`config.mk`:
```
export PLATFORM = sky130hd
export DESIGN_NAME = morse_player
export DESIGN_NICKNAME = d
export VERILOG_FILES = /design/src/rtl/morse_player.sv
export SDC_FILE = /design/constraint.sdc
export NUM_CORES = 1
export LEC_CHECK = 0
export CORE_ASPECT_RATIO = 0.5
export CORE_MARGIN = 2
export CORE_UTILIZATION = 38
export DETAILED_ROUTE_END_ITERATION = 12
export GPL_TIMING_DRIVEN = 1
export PLACE_DENSITY = 0.64
export SETUP_SLACK_MARGIN = 0.05
export SLEW_MARGIN = 20
export SYNTH_ARGS = -nofsm -noshare
export SYNTH_HDL_FRONTEND = slang
export SYNTH_SLANG_ARGS = --single-unit
export TNS_END_PERCENT = 100
```
`constraint.sdc`:
```
create_clock -name clk -period 2.6 [get_ports clk]
set_clock_uncertainty 0.15 [all_clocks]
set_input_delay 0.26 -clock clk [delete_from_list [all_inputs] [get_ports clk]]
set_output_delay 0.26 -clock clk [all_outputs]
set_load 0.03 [all_outputs]
```
`src/rtl/morse_player.sv`:
```
// rtl/morse_player.sv - Morse element sequencer with unit timing, repeat word gap, abort and busy/done status
module morse_player #(
    parameter int MAX_LEN     = 4,
    parameter int LEN_W       = 3,
    parameter int UNIT_CYCLES = 25000000,
    parameter int DASH_UNITS  = 3,
    parameter int GAP_UNITS   = 1,
    parameter int WORD_UNITS  = 7
) (
    input  logic               clk,
    input  logic               rst,
    input  logic               start,
    input  logic               abort,
    input  logic               repeat_en,
    input  logic [MAX_LEN-1:0] mcode,
    input  logic [LEN_W-1:0]   mlength,
    output logic               ss,
    output logic               ls,
    output logic               busy,
    output logic               done
);

    localparam int UC_W      = (UNIT_CYCLES > 1) ? $clog2(UNIT_CYCLES) : 1;
    localparam int MAX_UNITS = (DASH_UNITS > WORD_UNITS) ? DASH_UNITS : WORD_UNITS;
    localparam int UN_W      = $clog2(MAX_UNITS);
    localparam int IDX_W     = (MAX_LEN > 1) ? $clog2(MAX_LEN) : 1;

    localparam logic [UC_W-1:0]  UNIT_LAST  = UC_W'(UNIT_CYCLES - 1);
    localparam logic [UN_W-1:0]  DOT_LAST   = '0;
    localparam logic [UN_W-1:0]  DASH_LAST  = UN_W'(DASH_UNITS - 1);
    localparam logic [UN_W-1:0]  GAP_LAST   = UN_W'(GAP_UNITS - 1);
    localparam logic [UN_W-1:0]  WGAP_LAST  = UN_W'(WORD_UNITS - GAP_UNITS - 1);
    localparam logic [LEN_W-1:0] MAX_LEN_L  = LEN_W'(MAX_LEN);

    typedef enum logic [1:0] {
        IDLE,
        MARK,
        SPACE,
        WORDGAP
    } state_t;

    state_t             state_q, state_d;
    logic [UC_W-1:0]    unit_q, unit_d;
    logic [UN_W-1:0]    units_q, units_d;
    logic [MAX_LEN-1:0] code_q, code_d;
    logic [LEN_W-1:0]   len_q, len_d;
    logic [IDX_W-1:0]   idx_q, idx_d;
    logic               ss_q, ss_d;
    logic               ls_q, ls_d;
    logic               busy_q, busy_d;
    logic               done_q, done_d;

    logic               unit_end;
    logic               is_last;
    logic [UN_W-1:0]    mark_last;
    logic [LEN_W-1:0]   len_clamped;
    logic               next_dash;

    always_comb begin
        state_d     = state_q;
        code_d      = code_q;
        len_d       = len_q;
        idx_d       = idx_q;
        done_d      = 1'b0;

        unit_end    = (unit_q == UNIT_LAST);
        is_last     = ((LEN_W'(idx_q) + LEN_W'(1)) == len_q);
        mark_last   = code_q[idx_q] ? DASH_LAST : DOT_LAST;
        len_clamped = (mlength > MAX_LEN_L) ? MAX_LEN_L : mlength;

        if (unit_end) begin
            unit_d  = '0;
            units_d = units_q + UN_W'(1);
        end else begin
            unit_d  = unit_q + UC_W'(1);
            units_d = units_q;
        end

        case (state_q)
            IDLE: begin
                if (start && !abort) begin
                    code_d = mcode;
                    len_d  = len_clamped;
                    idx_d  = '0;
                    if (len_clamped == '0) begin
                        done_d = 1'b1;
                    end else begin
                        state_d = MARK;
                    end
                end
            end
            MARK: begin
                if (unit_end && units_q == mark_last) begin
                    state_d = SPACE;
                end
            end
            SPACE: begin
                if (unit_end && units_q == GAP_LAST) begin
                    if (!is_last) begin
                        idx_d   = idx_q + IDX_W'(1);
                        state_d = MARK;
                    end else if (repeat_en) begin
                        state_d = WORDGAP;
                    end else begin
                        state_d = IDLE;
                        done_d  = 1'b1;
                    end
                end
            end
            WORDGAP: begin
                if (unit_end && units_q == WGAP_LAST) begin
                    idx_d   = '0;
                    state_d = MARK;
                end
            end
            default: state_d = IDLE;
        endcase

        // Abort overrides whatever transition was chosen above.
        if (abort && state_q != IDLE) begin
            state_d = IDLE;
            done_d  = 1'b0;
        end

        if (state_d != state_q || state_d == IDLE) begin
            unit_d  = '0;
            units_d = '0;
        end

        // Outputs are decoded from the next state so they line up with the state register.
        next_dash = code_d[idx_d];
        ss_d      = (state_d == MARK) && !next_dash;
        ls_d      = (state_d == MARK) && next_dash;
        busy_d    = (state_d != IDLE);
    end

    always_ff @(posedge clk or posedge rst) begin
        if (rst) begin
            state_q <= IDLE;
            unit_q  <= '0;
            units_q <= '0;
            code_q  <= '0;
            len_q   <= '0;
            idx_q   <= '0;
            ss_q    <= 1'b0;
            ls_q    <= 1'b0;
            busy_q  <= 1'b0;
            done_q  <= 1'b0;
        end else begin
            state_q <= state_d;
            unit_q  <= unit_d;
            units_q <= units_d;
            code_q  <= code_d;
            len_q   <= len_d;
            idx_q   <= idx_d;
            ss_q    <= ss_d;
            ls_q    <= ls_d;
            busy_q  <= busy_d;
            done_q  <= done_d;
        end
    end

    assign ss   = ss_q;
    assign ls   = ls_q;
    assign busy = busy_q;
    assign done = done_q;

endmodule
```
==> metrics <==
WS Path Type reg -> reg; status complete, no violations; CTS tree yes; total track usage 15.82%; Setup Viol. Count Final 0; Tcrit/Tclk final 99.95%; Synth async-reset ratio 100.0%; IO Count 16; Max-slew headroom 59.09%; Leakage 1.248 nW; XOR/XNOR share of the synthesized area 10.96%; layout cells sized above 1 27.68%; first-pass GRT wire length 8.466 mm; mux contribution to synthesized area 4.263%; HP Class in -> async; detailed-placement wirelength estimate 3.536 mm; post-synth top area share 46.41%; Post-Route Utilization 51.00%; DP Cell Count 333; simple-gate share of the synthesized area 24.77%; startpoint type of the worst setup path flop; synth unique cells 49; Die Y 59.23 um; register area share after synthesis 46.41%; CTS Buf Count 5; Ys Warns 0; largest family of logic cells by synthesized area simple AND/OR/NAND/NOR gates; pin count of the biggest net entering global routing 17; Slew @ Worst Pin 0.6129 ns; Seq cells post-synth 43; nets@finish 288; port bufs 15; H-tree Lvls 2; Final Max Slew Viols 0; Final Hold Viols 0; die area 6780 um^2; Syn Nets 248; Worst EP arrival 2.67 ns; post-route ant nets 0; Placement Setup Slack -0.03145 ns; drt drc 0; biggest area consumer among synthesized cells dfrtp_1; setup TNS 0 ns; MaxCap Viol Count 0; Worst Path Max Fanout 6; clk_lat worst skew 0.28 ns; EDFF count, synth 0; vias per cell 5.198; post-route cell area 3050 um^2; Synth Area per Inst 10.04 um^2; Crit. End Element flop; GRT Residual Overflow 0; Pwr per Cell Area 493.4 nW/um^2; row cnt 20; compound-gate portion of the synthesized area 7.609%; peak supply drop 0.3706 mV; routability congestion estimate 0.8499; WL/cell 14.57 um; Top cell by count, worst path o31a_1; hold slack 0.2119 ns; Clock Tree Root clkbuf_16; Core ar. 5981 um^2; Total Wirelength 5.070 mm; diode count 0; Bufs on Longest Clock Path 2; clk slew on worst S/H paths 0.06 ns; Synth Area in Adders 2.698%; Final Critical Period 2.599 ns; vias post-DR 1809; CP max-delay cell o31a_1; initial antenna violation count 0; Power, Total 1.505 mW; top cells by area, synth dfrtp_1, xor2_1, nor2_1; top_reg_cell synth dfrtp_1; Area growth syn-to-layout 31.57%; RSZ-0062 raised after global routing true; # fillers 500; critical path cell sequence ha_2, and3_4, nand4_1, o31a_1, o31a_1, or2_4, o32ai_4, and3b_1; grt met3 use 3.579%; GRT busiest layer met2; Final WS setup 0.001247 ns; drt first-iter violations 52; Req. time, crit path 2.67 ns; placed cell area 2669 um^2; met1 Usage GRT 19.96%; synthesized cell area 2318 um^2; met2 Usage GRT 27.81%; vias in the first global route 1861; CP peak stage delay 0.40 ns; final std cells w/o fill 348; Starting Density 38.77%; DRT Pass-1 Iters 4; Die W 114.5 um; fmax 0.3848 GHz; CTS sink cnt 43; synthesized instance count 231
final cells by class:
class	instances	area (um^2)	share of cell area, %
clock buffer	6	138.9	4.553
clock inverter	1	5.005	0.1641
inverter	9	33.78	1.107
multi-input combinational	171	1350	44.26
sequential	43	1077	35.32
tap	77	96.34	3.158
timing repair buffer	41	349.1	11.44
logic make-up (layout without fill, tap and decap cells):
family          Yosys count  after routing
flops                    43             43
simple gates            104            104
xor+xnor                 29             29
mux                       8              8
buf+inv                  17             57
compound gates           25             25
fa+ha+maj                 5              5
registers in the layout, indices dropped and copies added (netlist names):
| signal | cells |
|---|---|
| busy | 1 |
| done | 1 |
| unit_q | 25 |
| idx_q | 2 |
| ls | 1 |
| ss | 1 |
| len_q | 3 |
| units_q | 3 |
| code_q | 4 |
| state_q | 2 |
worst max-delay path, delay by kind of cell (launching register included):
family | cells | cell delay, ns
AOI/OAI and AO/OA | 3 | 0.92
DFF | 1 | 0.36
adders and majority gates | 1 | 0.19
and+or+nand+nor | 4 | 0.93
synth_stat cells, types with 2 or more instances:
| cell | instances |
|---|---|
| nor2_1 | 35 |
| nand3b_1 | 2 |
| and3_2 | 2 |
| and3_1 | 4 |
| nor3_1 | 2 |
| and2_2 | 2 |
| buf_4 | 2 |
| clkbuf_1 | 2 |
| ha_1 | 5 |
| nand4_1 | 4 |
| xnor2_1 | 10 |
| inv_1 | 9 |
| nor2b_1 | 2 |
| nor3b_1 | 2 |
| o31a_1 | 3 |
| buf_2 | 4 |
| nor4_1 | 4 |
| xor2_1 | 19 |
| mux2i_1 | 2 |
| nand3_1 | 10 |
| or3_1 | 2 |
| o41ai_1 | 2 |
| and2_1 | 4 |
| dfrtp_1 | 43 |
| o21ai_0 | 6 |
| and4_1 | 3 |
| nand2_1 | 14 |
| a21oi_1 | 6 |
| and4_2 | 2 |
| mux2_2 | 5 |
power breakdown:
group	internal (mW)	total, mW	switching (mW)	leakage [nW]
combinational	0.0851	0.178	0.0926	0.591
sequential	0.694	0.712	0.0178	0.584
clock	0.375	0.616	0.241	0.0727
total	1.15	1.51	0.351	1.25
worst paths after layout:
path	startpoint	cells after the start	to	slack [ns]
max in group asynchronous	rst	3	idx_q[0]$_DFF_PP0_	1.43
min in group clk	unit_q[24]$_DFF_PP0_	2	unit_q[24]$_DFF_PP0_	0.38
min	rst	2	unit_q[5]$_DFF_PP0_	0.21
max reg2reg	unit_q[1]$_DFF_PP0_	8	ls$_DFF_PP0_	0.001
min reg2reg	unit_q[24]$_DFF_PP0_	2	unit_q[24]$_DFF_PP0_	0.38
max	unit_q[1]$_DFF_PP0_	8	ls$_DFF_PP0_	0.001
metal layers:
layer / share of wire (%) / routed length (um)
met5: 0 / 0
met4: 0.73 / 37
met3: 2.6 / 133
met2: 49 / 2500
met1: 47 / 2399
cell usage in the layout (no fill, tap or decap), types with 3 or more instances in the layout:
cell type / netlist / final
a21oi_1: 6 / 3
a21oi_2: 0 / 3
and2_1: 4 / 4
and3_1: 4 / 3
and4_1: 3 / 3
buf_4: 2 / 25
clkbuf_16: 0 / 5
clkdlybuf4s50_1: 0 / 15
dfrtp_1: 43 / 42
ha_1: 5 / 3
inv_1: 9 / 9
mux2_2: 5 / 5
nand2_1: 14 / 14
nand3_1: 10 / 10
nand4_1: 4 / 4
nor2_1: 35 / 35
nor4_2: 1 / 3
o21ai_0: 6 / 5
o31a_1: 3 / 3
xnor2_1: 10 / 9
xor2_1: 19 / 17
what timing repair did:
action,in CTS,in global routing
gates resized for setup,4,28
setup buffers,1,6
gates cloned,0,1
endpoints found under the setup margin,25,31
pin swaps,2,13
hold buffers,0,0
Note: power is estimated with default switching activity, not from simulation.
